$ cat config.mk
export PLATFORM = sky130hd
export DESIGN_NAME = itof_operand_stage
export DESIGN_NICKNAME = d
export VERILOG_FILES = /design/src/rtl/fpu_itof_pkg.sv /design/src/rtl/itof_skid_buf.sv /design/src/rtl/itof_operand_stage.sv
export SDC_FILE = /design/constraint.sdc
export NUM_CORES = 1
export LEC_CHECK = 0
export BUFFER_PORTS_ARGS = -buffer_cell sky130_fd_sc_hd__buf_4
export CAP_MARGIN = 30
export CORE_ASPECT_RATIO = 1.25
export CORE_MARGIN = 2
export CORE_UTILIZATION = 50
export CTS_CLUSTER_DIAMETER = 60
export CTS_CLUSTER_SIZE = 16
export DETAILED_ROUTE_END_ITERATION = 8
export MAX_ROUTING_LAYER = met4
export PLACE_DENSITY = 0.75
export SKIP_CTS_REPAIR_TIMING = 1
export SLEW_MARGIN = 15
export SYNTH_ARGS = -nofsm -noshare
export SYNTH_HDL_FRONTEND = slang
export SYNTH_SLANG_ARGS = --single-unit
$ cat constraint.sdc
create_clock -name clk -period 2.8 [get_ports clk]
set_input_delay 0.84 -clock clk [delete_from_list [all_inputs] [get_ports clk]]
set_output_delay 0.84 -clock clk [all_outputs]
set_load 0.01 [all_outputs]
$ cat src/rtl/fpu_itof_pkg.sv
// Shared types and rounding-mode helper for the int-to-float operand stage.
package fpu_itof_pkg;

  localparam int unsigned ITOF_INT_W = 64;
  localparam int unsigned ITOF_TAG_W = 4;

  localparam logic [2:0] RM_RNE = 3'd0;
  localparam logic [2:0] RM_RTZ = 3'd1;
  localparam logic [2:0] RM_RDN = 3'd2;
  localparam logic [2:0] RM_RUP = 3'd3;
  localparam logic [2:0] RM_RMM = 3'd4;
  localparam logic [2:0] RM_DYN = 3'd7;

  typedef struct packed {
    logic [ITOF_INT_W-1:0] a;
    logic                  signed_in;
    logic [2:0]            rm;
    logic                  illegal;
    logic [ITOF_TAG_W-1:0] tag;
  } itof_req_t;

  typedef struct packed {
    logic [2:0] rm;
    logic       illegal;
  } rm_res_t;

  // Static modes pass through, DYN takes frm; anything unresolvable is illegal with rm forced to RNE.
  function automatic rm_res_t resolve_rm(input logic [2:0] rm, input logic [2:0] frm);
    rm_res_t res;
    res.rm      = RM_RNE;
    res.illegal = 1'b1;
    if (rm <= RM_RMM) begin
      res.rm      = rm;
      res.illegal = 1'b0;
    end else if ((rm == RM_DYN) && (frm <= RM_RMM)) begin
      res.rm      = frm;
      res.illegal = 1'b0;
    end
    return res;
  endfunction

endpackage

$ cat src/rtl/itof_skid_buf.sv
// Two-entry in-order valid/ready FIFO of itof_req_t with flush; head payload is read straight from storage registers.
module itof_skid_buf
  import fpu_itof_pkg::*;
(
  input  logic      clk,
  input  logic      rst_n,
  input  logic      flush_i,
  input  logic      in_valid_i,
  output logic      in_ready_o,
  input  itof_req_t in_data_i,
  output logic      out_valid_o,
  input  logic      out_ready_i,
  output itof_req_t out_data_o
);

  localparam int unsigned CNT_W = 2;

  logic [CNT_W-1:0] count_q, count_d;
  logic             wr_ptr_q, wr_ptr_d;
  logic             rd_ptr_q, rd_ptr_d;
  itof_req_t        mem_q [2];
  logic             push, pop;

  assign in_ready_o  = (count_q < CNT_W'(2)) && !flush_i;
  assign out_valid_o = (count_q != '0) && !flush_i;
  assign push        = in_valid_i && in_ready_o;
  assign pop         = out_valid_o && out_ready_i;
  assign out_data_o  = mem_q[rd_ptr_q];

  always_comb begin
    count_d  = count_q;
    wr_ptr_d = wr_ptr_q;
    rd_ptr_d = rd_ptr_q;
    if (flush_i) begin
      count_d  = '0;
      wr_ptr_d = 1'b0;
      rd_ptr_d = 1'b0;
    end else begin
      count_d = count_q + CNT_W'(push) - CNT_W'(pop);
      if (push) wr_ptr_d = ~wr_ptr_q;
      if (pop)  rd_ptr_d = ~rd_ptr_q;
    end
  end

  always_ff @(posedge clk or negedge rst_n) begin
    if (!rst_n) begin
      count_q  <= '0;
      wr_ptr_q <= 1'b0;
      rd_ptr_q <= 1'b0;
      mem_q[0] <= '0;
      mem_q[1] <= '0;
    end else begin
      count_q  <= count_d;
      wr_ptr_q <= wr_ptr_d;
      rd_ptr_q <= rd_ptr_d;
      if (push) mem_q[wr_ptr_q] <= in_data_i;
    end
  end

endmodule

$ cat src/rtl/itof_operand_stage.sv
// Operand staging ahead of the int-to-float converter: extends the source, resolves the rounding mode, buffers two requests.
module itof_operand_stage
  import fpu_itof_pkg::*;
#(
  parameter int unsigned XLEN  = 64,
  parameter int unsigned INT_W = ITOF_INT_W,
  parameter int unsigned TAG_W = ITOF_TAG_W
) (
  input  logic             clk,
  input  logic             rst_n,
  input  logic             in_valid,
  output logic             in_ready,
  input  logic [XLEN-1:0]  in_operand,
  input  logic             in_is_word,
  input  logic             in_is_unsigned,
  input  logic [2:0]       in_rm,
  input  logic [TAG_W-1:0] in_tag,
  input  logic [2:0]       frm,
  input  logic             flush,
  output logic             out_valid,
  input  logic             out_ready,
  output logic [INT_W-1:0] out_a,
  output logic             out_signed_in,
  output logic [2:0]       out_rm,
  output logic             out_illegal,
  output logic [TAG_W-1:0] out_tag
);

  logic [INT_W-1:0] ext_a;
  rm_res_t          rm_res;
  itof_req_t        req, head;

  // W forms take only bits [31:0]; the signedness of the source picks the fill.
  always_comb begin
    ext_a = in_operand[INT_W-1:0];
    if (in_is_word) begin
      if (in_is_unsigned) ext_a = INT_W'(in_operand[31:0]);
      else                ext_a = INT_W'($signed(in_operand[31:0]));
    end
  end

  assign rm_res = resolve_rm(in_rm, frm);

  always_comb begin
    req           = '0;
    req.a         = ITOF_INT_W'(ext_a);
    req.signed_in = !in_is_unsigned;
    req.rm        = rm_res.rm;
    req.illegal   = rm_res.illegal;
    req.tag       = ITOF_TAG_W'(in_tag);
  end

  itof_skid_buf u_buf (
    .clk         (clk),
    .rst_n       (rst_n),
    .flush_i     (flush),
    .in_valid_i  (in_valid),
    .in_ready_o  (in_ready),
    .in_data_i   (req),
    .out_valid_o (out_valid),
    .out_ready_i (out_ready),
    .out_data_o  (head)
  );

  assign out_a         = INT_W'(head.a);
  assign out_signed_in = head.signed_in;
  assign out_rm        = head.rm;
  assign out_illegal   = head.illegal;
  assign out_tag       = TAG_W'(head.tag);

endmodule

---- Word level (Yosys, flattened, before mapping) ----
Index checks and enable logic that the tools add are counted.
operators by class
  $lt $le $gt $ge ......................... 6
  muxes and demuxes ....................... 15
  reduce and logical (&&, ||, !) cells .... 11
  eq/ne operators ......................... 1
  bitwise operators ....................... 4
  $add $sub $neg .......................... 2
operators with widths
  operator            number
  $mux 73             4
  $bwmux 146          1
  $mux 64             2
  $demux 73 s1        1
  $mux 4              2
  $le 3x3->1 const B  2
  $logic_and 1x1->1   6
  $reduce_bool 2->1   3
  $ge 2x2->1 const B  2
  $mux 1              4
  $not 1->2           2
  $eq 3x3->1 const B  1
  $add 2x1->2         1
  $logic_not 1->1     2
  $lt 2x1->1 const B  1
  $lt 2x2->1 const B  1
  $mux 2              1
  $not 1->1           2
  $sub 2x1->2         1
word-level totals
  input bits .............................. 81
  flip-flop bits (word level) ............. 150
  output and inout bits ................... 75

---- Logic depth before layout (Yosys ltp) ----
Gate-level depths: netlist of run 1.
  depth in word-level cells ............... 6
  depth in mapped cells ................... 8
  depth with buffers taken out ............ 7

---- By module ----
From an unflattened synthesis of run 1, not the netlist that was laid out.
unflattened totals
  cells, all modules ...................... 495
  area, all modules ....................... 7,325.8 sq um
by module, submodules not included
  module              area each (sq um)  cells an instance  times used
  itof_skid_buf       6,850.3            412                1
  itof_operand_stage  475.5              83                 1

---- Worst setup path before layout of run 1 ----
OpenSTA, ideal clock, no wires.
  kind .................................... input to register
  start ................................... input port flush
  end ..................................... register u_buf.count_q[0]
  stages on the path ...................... 7
  slack ................................... 0.709 ns
  path buffers ............................ 1
  data arrival time ....................... 1.973 ns
  cell sequence ........................... buf_6 > o21ba_2 > and2_1 > ha_1 > inv_1 > ha_1 > nor2b_1
between the ends
  elaborated cells between the ends (all ways) .. 8
  classes of those cells .................. 2 x add/sub; 1 x mux; 5 x reduce/logical
RTL lines
  what                        RTL line                  RTL
  start: declaration          itof_operand_stage.sv:19  input logic flush,
  $logic_not 1->1             itof_skid_buf.sv:25       assign out_valid_o = (count_q != '0) && !flush_i;
  $logic_and 1x1->1           itof_skid_buf.sv:25
  named net out_valid         itof_operand_stage.sv:20  output logic out_valid,
  $logic_and 1x1->1           itof_skid_buf.sv:27       assign pop = out_valid_o && out_ready_i;
  $sub 2x1->2                 itof_skid_buf.sv:39       count_d = count_q + CNT_W'(push) - CNT_W'(pop);
  $mux 2                      itof_skid_buf.sv:34       if (flush_i) begin
  named net u_buf.count_d[0]  itof_skid_buf.sv:18       logic [CNT_W-1:0] count_q, count_d;
  end signal: assignment      itof_skid_buf.sv:53       count_q <= count_d;
  end: declaration            itof_skid_buf.sv:18
The timed path passes the listed nets, and every way through them passes these cells.
A chain may end at the register's enable or synchronous reset.

---- Worst setup path in the final report of run 1 ----
  start ................................... register u_buf.rd_ptr_q
  end ..................................... output port out_a[38]
between the ends
  word-level cells in the longest chain between the ends .. 4
ends and longest elaborated chain
  what                                        RTL line                  RTL
  start: declaration                          itof_skid_buf.sv:20       logic rd_ptr_q, rd_ptr_d;
  start signal: assignment                    itof_skid_buf.sv:55       rd_ptr_q <= rd_ptr_d;
  $not 1->2 (not written as such)             itof_skid_buf.sv:28       assign out_data_o = mem_q[rd_ptr_q];
  $mux 73 (not written as such) (3 in a row)  itof_skid_buf.sv:28
  end: declaration                            itof_operand_stage.sv:22  output logic [INT_W-1:0] out_a,
Every way passes these cells. The select of a mux whose other input is x is not followed.

==> metrics.yaml, run 1 <==
status: "finished clean"
drc: 0
rows: 47
met2_usage: 0.420
multiInputGateArea_um2: 2730
n_antenna_cell: 0
tightest_slew_ns: 0.532
dp_slack_ns: 0.492
tns_ns: 0
path_class: "register to output port"
rsz0062_at_grt: "false"
top_usage_layer: "met2"
synthTopCellsByCount: "nand2_1, dfrtp_1, mux2_2"
min_path_type: "primary input to asynchronous set/reset pin"
synth_edf_count: 0
path_buf_inv: 2
clockBufferDepth: 2
antenna_found_initial: 0
async_flop_share: 1.00
grt_pass1_vias: 5651
grt.overflow.total: 0
critPathMaxStageDelay_ns: 0.61
grtUsageTotal: 0.249
clk_pin_slew_worst_paths_ns: 0.06
yosys-top-cells-area: "dfrtp_1, nand2_1, mux2_2"
synth.most_common_cell: "nand2_1"
critPathSlowestCell: "dfrtp_4"
powerDensity_nw_per_um2: 1000
cts_max_level: 4
min_period_over_period: 0.961
cap_viol_max_count: 0
wl_per_cell_um: 16.2
critPathMaxFanout: 36
syn-instance-count: 701
peakVddDrop_mv: 0.521
ys_ff_latch: 150
vias_per_cell: 5.26
routed_wl_um: 16600
avgSynthCellArea_um2: 9.57
fmax_ghz: 0.372
synthesis.nets: 784
drive_above_1_share: 0.331
cts_made_buffers: 17
cts_tree: "built"
port_buffers: 155
synth.distinct_cells: 26
slew_headroom: 0.645
setup_viol: 0
post-route-util: 0.660
start_kind: "register"
r2r-end: "u_buf.mem_q[47]$_DFFE_PN0P_"
clock_latency_ns: 0.41
rr_worst_depth: 3
yosys.area.top_type: "dfrtp_1"
place_congestion: 0.755
gr-usage-met1: 0.300
period_minus_slack_ns: 2.69
final_antenna_net_count: 0
yosys_warnings: 0
cts_sinks: 150
num-fill-cells: 1074
crit_family: "flip-flops"
syn_to_final_growth_pct: 29.6
dieWidth_um: 108
hpwl_um: 11200
fin_worst_skew_ns: 0.00601
yosysSeqAreaShare: 0.560
grt_max_degree: 74
nets: 927
fp.dieArea_um2: 14400
fin_ws_ns: 0.110
finalHoldViolCount: 0
design.core.area_um2: 13200
slew_violations: 0
arrival_ns: 1.85
syn_area_um2: 6710
r2r_slack_ns: 0.93
end_kind: "output port"
fp.dieH_um: 133
critical_path_required_ns: 1.96
first_pass_iters: 5
start_util: 0.509
ios: 156
synth-main-ff-cell: "dfrtp_1"
route.vias.total: 5405
synth_top_area_share: 0.560
cts_root_buf: "clkbuf_16"
drt_iter0_markers: 299
seq_area_um2: 3760
path_cells: "buf_12 > mux2_2 > buf_4"
use_met3: 0.0372
reg2reg_from: "u_buf.count_q[1]$_DFF_PN0_"
grt_pass1_wl_um: 27500
p_leak_nw: 4.43
report_power, final:
| group | leakage [nW] | switching (mW) | internal, mW |
|---|---|---|---|
| clock | 0.304 | 0.874 | 1.54 |
| combinational | 2.22 | 1.36 | 1.45 |
| sequential | 1.90 | 0.477 | 3.03 |
| total | 4.43 | 2.71 | 6.03 |
stage by stage:
step                power, mW  cell area [um2]  instances  hold slack (ns)
finish                   8.73             8690       1028            0.390
floorplan                5.04             6710        701            0.440
global placement         6.18             8060        996            0.452
CTS                      8.80             8690       1028            0.396
global route             9.27             8690       1028            0.412
detailed placement       6.35             8060        996            0.460
cell type report:
class / instances / area share
Tap cell: 171 / 0.0246
Clock inverter: 11 / 0.0197
Clock buffer: 21 / 0.0530
Sequential cell: 150 / 0.432
Timing Repair Buffer: 172 / 0.155
Multi-Input combinational cell: 499 / 0.314
Inverter: 4 / 0.00173
how the worst max path moves through the flow:
stage / start / endpoint / slack, ns / depth (start not counted)
after floorplan: flush / u_buf.count_q[0]$_DFF_PN0_ / 0.71 / 7
after global placement: u_buf.rd_ptr_q$_DFFE_PN0P_ / out_a[38] / 0.52 / 3
after detailed placement: flush / u_buf.mem_q[80]$_DFFE_PN0P_ / 0.49 / 4
after CTS: u_buf.rd_ptr_q$_DFFE_PN0P_ / out_a[38] / 0.09 / 3
after global routing: u_buf.rd_ptr_q$_DFFE_PN0P_ / out_a[34] / 0.06 / 3
final: u_buf.rd_ptr_q$_DFFE_PN0P_ / out_a[38] / 0.11 / 3
sequential cells by signal, indices dropped and copies added (netlist names):
signal and flops:
u_buf.mem_q 146, u_buf.rd_ptr_q 1, u_buf.wr_ptr_q 1, u_buf.count_q 2
layout by cell type (no fill, tap or decap), types with 2 or more instances in the layout:
cell and count:
nand2_1 290, ha_1 2, bufinv_16 4, o21ai_0 72, nor2_1 4, clkinvlp_4 2
mux2_2 74, buf_4 167, a21oi_1 34, clkbuf_1 2, inv_1 4, clkinv_2 2
inv_6 2, xnor2_1 2, and3b_1 3, dfrtp_1 149, o21ai_1 4, buf_12 4
and2_1 2, clkbuf_16 17, nor2b_1 2, clkbuf_8 2
routing by layer:
layer  vias up  share of wire
met2       149           0.53
met5         -              0
met1      2641           0.40
met4         0          0.026
li1       2584              -
met3        31          0.042
worst register-to-register path, cell delays in order (launching register included):
cell       delay, ns
dfrtp_1         0.51
nand4bb_4       0.58
buf_12          0.36
o21ai_0         0.31
cells by family (layout without fill, tap and decap cells):
logic type      count (synthesis)  after routing  share of synthesized area
simple gates                  306            306                      0.182
flops                         150            150                      0.560
compound gates                114            114                     0.0879
mux                            74             74                      0.124
buf+inv                        52            208                     0.0379
xor+xnor                        3              3                    0.00392
fa+ha+maj                       2              2                    0.00373
Power figures use the tool's default switching activity.
==> run 2: changes to the inputs <==
Settings changed: CORE_UTILIZATION 50 to 45, PLACE_DENSITY 0.75 to 0.68, SYNTH_HIERARCHICAL set to 1.
==> run 2 against run 1 <==
Design area rose by 6.6%. Critical path depth stayed put. Worst hold slack lost 0.055 ns. Die area grew 21%. Combinational power rose by 15%. Synthesized cell count fell by 29%. Largest cell class unchanged. Worst setup slack improved by 0.036 ns. Clock power is 3% lower. Maximum frequency grew 1.4%. Clock-buffer cell count decreased by 1.
==> metrics.yaml, run 2 <==
ios: 156  # unchanged
final_cell_mix: "buf_4, mux2_2, dfrtp_1, mux2_4, inv_1"
synth_simple_gate_area_share: 0.0181  # -0.164
vias_per_cell: 5.04  # -4.2%
critPathMaxFanout: 28  # -22%
slew_headroom: 0.661  # +0.0163
period_minus_slack_ns: 2.65  # -0.0363 ns
cts_tree: "built"
cts_root_buf: "clkbuf_16"
cts_sinks: 150  # unchanged
clk_pin_slew_worst_paths_ns: 0.06  # about the same
tightest_slew_ns: 0.508  # -0.0245 ns
synth-main-ff-cell: "dfrtp_1"
synthTopCellsByCount: "dfrtp_1, mux2_2, mux2_4"
synth_edf_count: 0  # unchanged
yosys.area.top_type: "dfrtp_1"
async_flop_share: 1.00  # unchanged
largest_reg_flops: 146  # unchanged
start_kind: "register"
cts_made_buffers: 17  # unchanged
critical_path_required_ns: 1.96  # about the same
syn_area_um2: 7330  # +9.3%
dieWidth_um: 118  # +9.8%
power.clock.fraction: 0.256  # -0.021
synthXorXnorAreaFrac: 0.00478  # +0.000864
rows: 52  # +11%
fp.dieArea_um2: 17300  # +21%
dp_slack_ns: 0.375  # -0.117 ns
first_pass_iters: 4  # -1
wl_per_cell_um: 18.0  # +11%
drive_above_1_share: 0.652  # +0.321
nets: 734  # -21%
clock_latency_ns: 0.43  # +0.02 ns
port_buffers: 155  # unchanged
post_dp_cell_area_um2: 8650  # +7.4%
finalHoldViolCount: 0  # unchanged
min_period_over_period: 0.948  # -0.0130
grt_pass1_vias: 4969  # -12%
drt_iter0_markers: 192  # -36%
fmax_ghz: 0.377  # +1.4%
end_kind: "output port"
num-fill-cells: 1321  # +23%
arrival_ns: 1.81  # -0.04 ns
synth_top_family_by_area: "multiplexers"
syn_to_final_growth_pct: 26.5
antenna_found_initial: 0  # unchanged
setup_viol: 0  # unchanged
p_int_mw: 6.54  # +8.6%
top_regs: "u_buf/mem_q (146), u_buf/count_q (2)"
power_frac_seq: 0.390  # -0.012
synth-compound-area-share: 0.0347  # -0.0532
design.core.area_um2: 16100  # +22%
routed_wl_um: 15800  # -4.6%
synth_fa_ha_area_frac: 0.00342  # -0.000316
grtUsageTotal: 0.198  # -0.0508
p_comb_frac: 0.354  # +0.033
avgSynthCellArea_um2: 14.8  # +55%
path_cells: "buf_12 > mux2_2 > buf_4"
mostFrequentLayoutCell: "buf_4"
path_class: "register to output port"
grt_pass1_wl_um: 26400  # -4.0%
yosys-top-cells-area: "dfrtp_1, mux2_2, mux2_4"
slew_violations: 0  # unchanged
syn-instance-count: 495  # -29%
final_area_um2: 9270  # +6.6%
final_antenna_net_count: 0  # unchanged
drc: 0  # unchanged
peakVddDrop_mv: 0.477  # -8.5%
synth.most_common_cell: "dfrtp_1"
yosysSeqAreaShare: 0.512  # -0.0474
critPathMaxStageDelay_ns: 0.59  # -0.02 ns
post-route-util: 0.577  # -0.0832
route.vias.total: 4432  # -18%
synthMuxAreaShare: 0.373  # +0.248
yosys_warnings: 6  # +6
synthesis.nets: 578  # -26%
grt.overflow.total: 0  # unchanged
path_buf_inv: 2  # unchanged
start_util: 0.456  # -0.0532
status: "finished clean"
n_antenna_cell: 0  # unchanged
p_leak_nw: 4.42  # about the same
cap_viol_max_count: 0  # unchanged
switching_share: 0.283  # -0.0273
whs_ns: 0.336  # -0.0545 ns
fin_ws_ns: 0.146  # +0.0363 ns
cts_max_level: 4  # unchanged
critPathSlowestCell: "dfrtp_4"
fin_worst_skew_ns: 0.00618  # +0.000172 ns
grt_max_degree: 74  # unchanged
multiInputGateArea_um2: 3180  # +17%
crit_family: "flip-flops"
hpwl_um: 10200  # -9.0%
min_path_type: "primary input to asynchronous set/reset pin"
clockBufferDepth: 2  # unchanged
ys_ff_latch: 150  # unchanged
rsz0062_at_grt: "false"
regMostFlops: "u_buf/mem_q"
synth.distinct_cells: 29  # +12%
seq_area_um2: 3760  # unchanged
power_switching_mw: 2.58  # -4.7%
place_congestion: 0.800  # +6.0%
synth_top_area_share: 0.512  # -0.0474
fp.dieH_um: 147  # +9.9%
powerDensity_nw_per_um2: 985  # -2.0%
tns_ns: 0  # unchanged
run 2: cell count changes in the layout (fill, tap and decap cells not counted), sizes merged, moves of 3 or more:
| cell | delta |
|---|---|
| a21oi | -34 |
| and3b | -3 |
| buf | -6 |
| inv | +29 |
| mux2 | +145 |
| nand2 | -288 |
| nand3b | +3 |
| nor2 | +3 |
| o21ai | -41 |
run 2: path summary, 6_finish.rpt:
path	cells past startpoint	end	from	slack, ns
max in group asynchronous	2	u_buf/mem_q[51]$_DFFE_PN0P_	rst_n	1.72
hold reg to reg	1	u_buf/mem_q[23]$_DFFE_PN0P_	u_buf/mem_q[23]$_DFFE_PN0P_	0.50
setup / recovery	3	out_illegal	u_buf/rd_ptr_q$_DFFE_PN0P_	0.15
hold / removal	1	u_buf/mem_q[100]$_DFFE_PN0P_	rst_n	0.34
min in group clk	1	u_buf/mem_q[23]$_DFFE_PN0P_	u_buf/mem_q[23]$_DFFE_PN0P_	0.50
setup reg to reg	4	u_buf/mem_q[98]$_DFFE_PN0P_	u_buf/count_q[1]$_DFF_PN0_	0.91
run 2: layout make-up:
class                           instances  share of cell area
Tap cell                              216              0.0292
Clock inverter                         12              0.0165
Sequential cell                       150               0.405
Multi-Input combinational cell        282               0.343
Timing Repair Buffer                  166               0.144
Clock buffer                           20              0.0482
Inverter                               34              0.0138
run 2: per-layer routing:
metal  up-vias  GRT usage  share of wire
li1       2036          -              -
met1      2253      0.263           0.48
met2       120      0.297           0.46
met3        23     0.0539          0.051
met4         0     0.0596          0.014
met5         -          -              0
run 2: power by group through the flow:
stage               Combinational [mW]  Clock [mW]  Sequential [mW]
floorplan                         2.14           0             3.40
global placement                  3.14           0             3.53
detailed placement                3.22           0             3.60
CTS                               3.25        2.39             3.57
global route                      3.46        2.49             3.68
finish                            3.23        2.34             3.56
run 2: through the flow:
| stage | total power [mW] | instances |
|---|---|---|
| floorplan | 5.54 | 495 |
| global placement | 6.67 | 847 |
| detailed placement | 6.82 | 847 |
| CTS | 9.21 | 879 |
| global route | 9.63 | 880 |
| finish | 9.12 | 880 |
run 2: kinds of logic (layout without fill, tap and decap cells):
kind of cell	count (synthesis)	count (layout)
mux	219	219
simple gates	18	18
flops	150	150
xor+xnor	4	4
fa+ha+maj	2	2
buf+inv	63	232
compound gates	39	39
